==> config.mk <==
export PLATFORM = sky130hd
export DESIGN_NAME = rtc_timekeeper_flat
export DESIGN_NICKNAME = d
export VERILOG_FILES = /design/src/rtl/rtc_timekeeper_if.sv /design/src/rtl/rtc_timekeeper.sv /design/src/flat_wrapper.sv
export SDC_FILE = /design/constraint.sdc
export NUM_CORES = 1
export LEC_CHECK = 0
export ABC_AREA = 1
export CAP_MARGIN = 10
export CORE_UTILIZATION = 60
export CTS_CLUSTER_SIZE = 30
export DETAILED_ROUTE_END_ITERATION = 10
export DONT_BUFFER_PORTS = 1
export PLACE_DENSITY = 0.83
export SYNTH_ARGS = -nofsm -noshare
export SYNTH_HDL_FRONTEND = slang
export SYNTH_SLANG_ARGS = --single-unit
==> constraint.sdc <==
create_clock -name clock -period 2.3 [get_ports clock]
set_input_delay 0.575 -clock clock [delete_from_list [all_inputs] [get_ports clock]]
set_output_delay 0.575 -clock clock [all_outputs]
set_load 0.01 [all_outputs]
==> src/rtl/rtc_timekeeper_if.sv <==
// Bus between the CPU/display side and the time-of-day counter.
// The master drives controls, load values and alarm settings; the slave
// (the timekeeper) returns the displayed time and its status pulses/flags.
interface rtc_timekeeper_if;
    logic       run;
    logic       mode12;
    logic       load;
    logic [4:0] load_hour;
    logic [5:0] load_min;
    logic [5:0] load_sec;
    logic       alarm_wr;
    logic [4:0] alarm_hour;
    logic [5:0] alarm_min;
    logic       alarm_en;
    logic       alarm_ack;

    logic [5:0] sec;
    logic [5:0] min;
    logic [4:0] hour;
    logic       pm;
    logic       sec_tick;
    logic       load_err;
    logic       alarm_irq;

    modport master (
        output run, mode12, load, load_hour, load_min, load_sec,
        output alarm_wr, alarm_hour, alarm_min, alarm_en, alarm_ack,
        input  sec, min, hour, pm, sec_tick, load_err, alarm_irq
    );

    modport slave (
        input  run, mode12, load, load_hour, load_min, load_sec,
        input  alarm_wr, alarm_hour, alarm_min, alarm_en, alarm_ack,
        output sec, min, hour, pm, sec_tick, load_err, alarm_irq
    );
endinterface

==> src/rtl/rtc_timekeeper.sv <==
// Time-of-day counter: exact prescaler producing one tick per CLK_HZ cycles,
// sec/min/hour in 24-hour form internally, range-checked time load, a
// minute-resolution alarm with a sticky interrupt, and 12/24-hour display.
module rtc_timekeeper #(
    parameter int CLK_HZ = 50_000_000,
    parameter int PRE_W  = 32
) (
    input  logic               clock,
    input  logic               reset,
    rtc_timekeeper_if.slave    bus
);

    localparam logic [PRE_W-1:0] PRE_MAX = PRE_W'(CLK_HZ - 1);

    logic [PRE_W-1:0] pre_count;
    logic [5:0]       sec_q;
    logic [5:0]       min_q;
    logic [4:0]       hour_q;
    logic [4:0]       alarm_hour_q;
    logic [5:0]       alarm_min_q;
    logic             tick_q;
    logic             err_q;
    logic             irq_q;

    logic             tick;
    logic             load_ok;
    logic             load_bad;
    logic             alarm_ok;
    logic             alarm_bad;
    logic             advance;
    logic             fire;
    logic [5:0]       sec_nxt;
    logic [5:0]       min_nxt;
    logic [4:0]       hour_nxt;
    logic [4:0]       disp_hour;

    // A load only takes effect when every field is in range, so stored
    // values can never leave their legal ranges.
    assign tick      = bus.run && (pre_count == PRE_MAX);
    assign load_ok   = bus.load && (bus.load_hour <= 5'd23)
                       && (bus.load_min <= 6'd59) && (bus.load_sec <= 6'd59);
    assign load_bad  = bus.load && !load_ok;
    assign alarm_ok  = bus.alarm_wr && (bus.alarm_hour <= 5'd23)
                       && (bus.alarm_min <= 6'd59);
    assign alarm_bad = bus.alarm_wr && !alarm_ok;
    assign advance   = tick && !load_ok;
    assign fire      = advance && bus.alarm_en && (sec_nxt == 6'd0)
                       && (min_nxt == alarm_min_q) && (hour_nxt == alarm_hour_q);

    // Time value one second after the current one, with sec/min/hour carries.
    always_comb begin
        sec_nxt  = sec_q + 6'd1;
        min_nxt  = min_q;
        hour_nxt = hour_q;
        if (sec_q == 6'd59) begin
            sec_nxt = 6'd0;
            if (min_q == 6'd59) begin
                min_nxt  = 6'd0;
                hour_nxt = (hour_q == 5'd23) ? 5'd0 : hour_q + 5'd1;
            end else begin
                min_nxt = min_q + 6'd1;
            end
        end
    end

    // Prescaler: wraps on the tick, restarts on a valid load, holds when paused.
    always_ff @(posedge clock or posedge reset) begin
        if (reset) begin
            pre_count <= '0;
        end else if (load_ok || tick) begin
            pre_count <= '0;
        end else if (bus.run) begin
            pre_count <= pre_count + PRE_W'(1);
        end
    end

    // Time registers: a valid load beats the once-per-second advance.
    always_ff @(posedge clock or posedge reset) begin
        if (reset) begin
            sec_q  <= '0;
            min_q  <= '0;
            hour_q <= '0;
        end else if (load_ok) begin
            sec_q  <= bus.load_sec;
            min_q  <= bus.load_min;
            hour_q <= bus.load_hour;
        end else if (advance) begin
            sec_q  <= sec_nxt;
            min_q  <= min_nxt;
            hour_q <= hour_nxt;
        end
    end

    // Alarm setpoint, written only with in-range values.
    always_ff @(posedge clock or posedge reset) begin
        if (reset) begin
            alarm_hour_q <= '0;
            alarm_min_q  <= '0;
        end else if (alarm_ok) begin
            alarm_hour_q <= bus.alarm_hour;
            alarm_min_q  <= bus.alarm_min;
        end
    end

    // Status: tick and error pulses, plus the sticky irq where a fire beats an ack.
    always_ff @(posedge clock or posedge reset) begin
        if (reset) begin
            tick_q <= 1'b0;
            err_q  <= 1'b0;
            irq_q  <= 1'b0;
        end else begin
            tick_q <= advance;
            err_q  <= load_bad || alarm_bad;
            if (fire) begin
                irq_q <= 1'b1;
            end else if (bus.alarm_ack) begin
                irq_q <= 1'b0;
            end
        end
    end

    // Display hour: 24-hour passthrough, or 12-hour with 0 and 12 shown as 12.
    always_comb begin
        disp_hour = hour_q;
        if (bus.mode12) begin
            if ((hour_q == 5'd0) || (hour_q == 5'd12)) begin
                disp_hour = 5'd12;
            end else if (hour_q > 5'd12) begin
                disp_hour = hour_q - 5'd12;
            end
        end
    end

    assign bus.sec       = sec_q;
    assign bus.min       = min_q;
    assign bus.hour      = disp_hour;
    assign bus.pm        = (hour_q >= 5'd12);
    assign bus.sec_tick  = tick_q;
    assign bus.load_err  = err_q;
    assign bus.alarm_irq = irq_q;

endmodule
==> src/flat_wrapper.sv <==
// flat-port wrapper written by rule: the top's interface ports become plain ports
module rtc_timekeeper_flat 
#(
    parameter int CLK_HZ = 50_000_000,
    parameter int PRE_W  = 32
)
  (clock, reset, bus_run, bus_mode12, bus_load, bus_load_hour, bus_load_min, bus_load_sec, bus_alarm_wr, bus_alarm_hour, bus_alarm_min, bus_alarm_en, bus_alarm_ack, bus_sec, bus_min, bus_hour, bus_pm, bus_sec_tick, bus_load_err, bus_alarm_irq);
  rtc_timekeeper_if bus_i ();
  input  logic clock;
  input  logic reset;
  input wire logic [$bits(bus_i.run)-1:0] bus_run;
  input wire logic [$bits(bus_i.mode12)-1:0] bus_mode12;
  input wire logic [$bits(bus_i.load)-1:0] bus_load;
  input wire logic [$bits(bus_i.load_hour)-1:0] bus_load_hour;
  input wire logic [$bits(bus_i.load_min)-1:0] bus_load_min;
  input wire logic [$bits(bus_i.load_sec)-1:0] bus_load_sec;
  input wire logic [$bits(bus_i.alarm_wr)-1:0] bus_alarm_wr;
  input wire logic [$bits(bus_i.alarm_hour)-1:0] bus_alarm_hour;
  input wire logic [$bits(bus_i.alarm_min)-1:0] bus_alarm_min;
  input wire logic [$bits(bus_i.alarm_en)-1:0] bus_alarm_en;
  input wire logic [$bits(bus_i.alarm_ack)-1:0] bus_alarm_ack;
  output wire logic [$bits(bus_i.sec)-1:0] bus_sec;
  output wire logic [$bits(bus_i.min)-1:0] bus_min;
  output wire logic [$bits(bus_i.hour)-1:0] bus_hour;
  output wire logic [$bits(bus_i.pm)-1:0] bus_pm;
  output wire logic [$bits(bus_i.sec_tick)-1:0] bus_sec_tick;
  output wire logic [$bits(bus_i.load_err)-1:0] bus_load_err;
  output wire logic [$bits(bus_i.alarm_irq)-1:0] bus_alarm_irq;
  assign bus_i.run = bus_run;
  assign bus_i.mode12 = bus_mode12;
  assign bus_i.load = bus_load;
  assign bus_i.load_hour = bus_load_hour;
  assign bus_i.load_min = bus_load_min;
  assign bus_i.load_sec = bus_load_sec;
  assign bus_i.alarm_wr = bus_alarm_wr;
  assign bus_i.alarm_hour = bus_alarm_hour;
  assign bus_i.alarm_min = bus_alarm_min;
  assign bus_i.alarm_en = bus_alarm_en;
  assign bus_i.alarm_ack = bus_alarm_ack;
  assign bus_sec = bus_i.sec;
  assign bus_min = bus_i.min;
  assign bus_hour = bus_i.hour;
  assign bus_pm = bus_i.pm;
  assign bus_sec_tick = bus_i.sec_tick;
  assign bus_load_err = bus_i.load_err;
  assign bus_alarm_irq = bus_i.alarm_irq;
  rtc_timekeeper #(.CLK_HZ(CLK_HZ), .PRE_W(PRE_W)) u_core (.clock(clock), .reset(reset), .bus(bus_i));
endmodule
Word level (Yosys, flattened, before mapping):

Index checks and enable logic that the tools add are counted.

* $add $sub $neg: 5
* $lt $le $gt $ge: 7
* equality and inequality tests: 7
* mux-type cells: 19
* reductions and logical operators: 23

Operators by type and width (number)
* $mux W32: 2
* $mux W6: 7
* $mux W5: 8
* $add A32 B1 Y32 const B: 1
* $eq A32 B26 Y1 const B: 1
* $le A6 B6 Y1 const B: 3
* $logic_and A1 B1 Y1: 13
* $add A6 B1 Y6 const B: 2
* $eq A6 B6 Y1 const B: 2
* $le A5 B5 Y1 const B: 2
* $eq A6 B6 Y1: 1
* $logic_not A6 Y1: 1
* $reduce_bool A2 Y1: 3
* $add A5 B1 Y5 const B: 1
* $eq A5 B4 Y1 const B: 1
* $eq A5 B5 Y1: 1
* $eq A5 B5 Y1 const B: 1
* $ge A5 B4 Y1 const B: 1
* $gt A5 B4 Y1 const B: 1
* $logic_not A5 Y1: 1
* $sub A5 B4 Y5 const B: 1
* $logic_or A1 B1 Y1: 3
* $logic_not A1 Y1: 2
* $mux W1: 2

* register bits after elaboration: 63
* input bits: 36
* output and inout port bits: 21
* logic and storage cells: 70

Longest topological paths before layout:

* word-level depth: 11
* gate-level depth with buffers: 14
* mapped depth without buffers: 14

Worst setup path after synthesis:

Ideal clock, no wire load.

* path type: register to output
* start: register u_core.hour_q[2]
* end: output bus_hour[4]
* arrival time: 1178 ps
* data required time: 1725 ps
* path slack: 547 ps
* cell stages (with the launch flop): 8
* buffers on the path: 0
* path through: dfrtp_1 -> inv_1 -> ha_1 -> nand3_1 -> nand2_1 -> nor3_1 -> nand2_1 -> o21ai_0

* word-level cells in the longest chain between the ends: 4
* elaborated cells on any way between the ends: 8
* those cells by class: 1 x add/sub; 1 x order compare; 1 x eq/ne; 3 x mux; 2 x reduce/logical

Ends and longest elaborated chain
* start: declaration: line rtc_timekeeper.sv:18 `logic [4:0] hour_q;`
* start signal: assignment: line rtc_timekeeper.sv:86 `hour_q <= bus.load_hour;`
* start signal: assignment: line rtc_timekeeper.sv:90 `hour_q <= hour_nxt;`
* $sub A5 B4 Y5 (tied with other cells): line rtc_timekeeper.sv:129 `disp_hour = hour_q - 5'd12;`
* $mux W5 / $logic_or A1 B1 Y1 (equally long branches): line rtc_timekeeper.sv:128, rtc_timekeeper.sv:126
* $mux W5 *: line rtc_timekeeper.sv:126 `if ((hour_q == 5'd0) || (hour_q == 5'd12)) begin`
* $mux W5 *: line rtc_timekeeper.sv:125 `if (bus.mode12) begin`
* end: declaration: line flat_wrapper.sv:24 `output wire logic [$bits(bus_i.hour)-1:0] bus_hour;`

Mark *: on every way between the ends. The rest lies on a longest branch, timed or not.

Worst setup path in the final report:

* start: register u_core.hour_q[1]
* end: output bus_hour[3]

Same word-level chain as after synthesis.

==> impl_metrics.json <==
{
  "crit_family": "flip-flops",
  "cp.required_ns": 1.73,
  "grt_use_total_pct": 29.3,
  "peakVddDrop_mv": 0.356,
  "ant_nets": 0,
  "status": "finished, violations left",
  "cts-buffers-inserted": 9,
  "finalHoldViolCount": 0,
  "syn_area_per_cell_um2": 7.11,
  "wl_per_cell_um": 15.1,
  "clkLatencyLatePin_ns": 0.35,
  "leakage_nw": 2.05,
  "finalWorstSetupSlack_ns": 0.0648,
  "end_kind": "primary output",
  "grt_pass1_vias": 3622,
  "p_per_area_nw_per_um2": 629,
  "clock.fmax_mhz": 447,
  "mostFrequentLayoutCells": "nand2_1, inv_1, dfrtp_1, nor2_1, nand3_1",
  "path_cells": "inv_1, ha_2, nand3_2, nand2_2, nor2_2, o211ai_1",
  "final_common_cell": "nand2_1",
  "grt_antenna_before_repair": 0,
  "routed_wl_mm": 9.95,
  "num_vias": 3840,
  "crit_fanout": 5,
  "grt_max_degree": 43,
  "violations": "DRC",
  "clockBufferDepth": 2,
  "dieArea_um2": 7040,
  "critPathKind": "reg2out",
  "max-cap-violations": 0,
  "grt_overflow": 0,
  "placed_area_um2": 4130,
  "num_rows": 29,
  "synth-seq-cells": 63,
  "holdCritPathClass": "in2async",
  "utilization_pct": 67.7,
  "drive_gt1_share_pct": 9.61,
  "slew-limit-headroom_pct": 66.4,
  "finalSetupViolCount": 0,
  "syn-num-nets": 611,
  "finClkSkew_ns": 0.00742,
  "ioPinCount": 57,
  "fillers": 547,
  "max_stage_delay_ns": 0.44,
  "grt_first_pass_wirelength_mm": 16.3,
  "cp_slowest_cell": "dfrtp_2",
  "area_delta_synth_final_pct": 8.02,
  "cp.arrival_ns": 1.66,
  "gp_congestion": 0.911,
  "critPathBufInv": 1,
  "stdcell_area_um2": 4350,
  "dp_slack_ns": 0.252,
  "cts_sinks": 63,
  "hpwl_mm": 7.17,
  "io_buffers": 0,
  "post-route-period-util_pct": 97.2,
  "cts_tree": "yes",
  "path_clk_slew_ns": 0.07,
  "htreeDepth": 3,
  "start_util_pct": 62.7,
  "ys_seq_area_share_pct": 39.2,
  "core_area_um2": 6420,
  "synthesis.area_um2": 4030,
  "cp-start-kind": "flop",
  "postCtsHoldBufs": 0,
  "synth_cells": 566,
  "drt_iter0_drc": 186,
  "drv_slew": 0,
  "nNetsFinal": 625,
  "ys_types": 34,
  "root_buffer": "clkbuf_8",
  "viasPerCell": 5.82,
  "first_pass_iters": 8,
  "die_w_um": 83.9,
  "diodes": 0,
  "max_slew.worst_pin.slew_ns": 0.503,
  "post-route-min-period_ns": 2.24,
  "chipHeight_um": 83.9,
  "drc_errors": 8,
  "yosysWarnings": 0
}
[area by class of cell]
cell class	instances	area [um2]	area share, %
flip-flops and latches	63	1580	36.3
clock inverters	1	5.00	0.115
repair buffers	13	110	2.53
multi-input cells	413	2100	48.2
well taps	77	96.3	2.22
clock buffers	13	159	3.65
inverters	80	303	6.96
[Yosys cell counts]
| master | n | share of area (%) |
|---|---|---|
| nand2_1 | 158 | 15 |
| dfrtp_1 | 63 | 39 |
| clkinv_1 | 2 | 0.19 |
| xor2_1 | 11 | 2.4 |
| o221ai_1 | 10 | 2.2 |
| o21ai_1 | 4 | 0.50 |
| nand4_1 | 15 | 2.3 |
| o211ai_1 | 6 | 1.1 |
| nand3_1 | 52 | 6.5 |
| a211oi_1 | 1 | 0.19 |
| a21oi_1 | 26 | 3.2 |
| nor4_1 | 2 | 0.31 |
| nand2_2 | 3 | 0.47 |
| buf_4 | 1 | 0.19 |
| inv_2 | 4 | 0.37 |
| clkbuf_1 | 2 | 0.19 |
| xnor2_1 | 2 | 0.44 |
| nor3b_1 | 2 | 0.37 |
| o21ai_0 | 28 | 3.5 |
| buf_2 | 4 | 0.50 |
| nor2_2 | 3 | 0.47 |
| ha_1 | 9 | 2.8 |
| nor3_1 | 12 | 1.5 |
| nor2_1 | 54 | 5.0 |
| and3_1 | 1 | 0.16 |
| a31oi_1 | 1 | 0.16 |
| nand3_2 | 5 | 1.2 |
| inv_1 | 73 | 6.8 |
| o21a_1 | 3 | 0.56 |
| inv_4 | 1 | 0.16 |
| a21oi_4 | 1 | 0.40 |
| nor3_2 | 1 | 0.25 |
| buf_6 | 3 | 0.84 |
| nor2_4 | 3 | 0.84 |
[metrics by stage]
step	hold WS, ns	std cells	power, mW	setup TNS [ns]
3_5_place_dp	0.510	642	1.87	0
5_1_grt	0.158	660	2.86	-0.0523
2_1_floorplan	0.475	566	1.73	0
6_report	0.139	660	2.73	0
3_3_place_gp	0.501	642	1.84	0
4_1_cts	0.143	656	2.71	0
[power breakdown]
group          internal [mW]  switching [mW]  total [mW]
sequential              1.20           0.112        1.31
combinational          0.205           0.373       0.578
clock                  0.437           0.410       0.847
[kinds of logic after synthesis]
logic type	share of synthesized area, %
xor gates and xnor gates	2.83
and+or+nand+nor	34.2
buffers and inverters	9.23
DFF	39.2
adders and majority gates	2.80
AOI/OAI and AO/OA	11.8
[worst paths after layout]
| kind | start | end | slack [ns] | cells after the start |
|---|---|---|---|---|
| max in group asynchronous | reset | u_core.pre_count[2] | 1.56 | 2 |
| setup / recovery | u_core.hour_q[1] | bus_hour[3] | 0.06 | 6 |
| min in group clock | bus_alarm_min[2] | u_core.alarm_min_q[2] | 0.35 | 2 |
| hold reg to reg | u_core.pre_count[23] | u_core.pre_count[23] | 0.53 | 1 |
| setup reg to reg | u_core.bus.sec[0] | u_core.bus.alarm_irq | 0.23 | 14 |
| hold / removal | reset | u_core.alarm_hour_q[4] | 0.14 | 1 |
[registers in the layout, indices dropped and copies added (netlist names)]
name and cells:
u_core.alarm_hour_q 5, u_core.alarm_min_q 6, u_core.bus.alarm_irq 1, u_core.bus.load_err 1, u_core.bus.min 6, u_core.bus.sec 6, u_core.bus.sec_tick 1, u_core.hour_q 5
u_core.pre_count 32
[metal layers]
layer | part of all wire [%] | vias up | track usage (%)
li1 | - | 1878 | -
met1 | 41 | 1807 | 34.3
met2 | 50 | 125 | 51.6
met3 | 6.6 | 30 | 7.72
met4 | 2.7 | 0 | 10.8
met5 | 0 | - | 0
[timing repair]
item,CTS,global route
setup buffers,0,4
endpoints found under the setup margin,2,4
gates resized for setup,2,7
pin swaps,0,1
No activity file was read; power rests on OpenSTA's default activity.
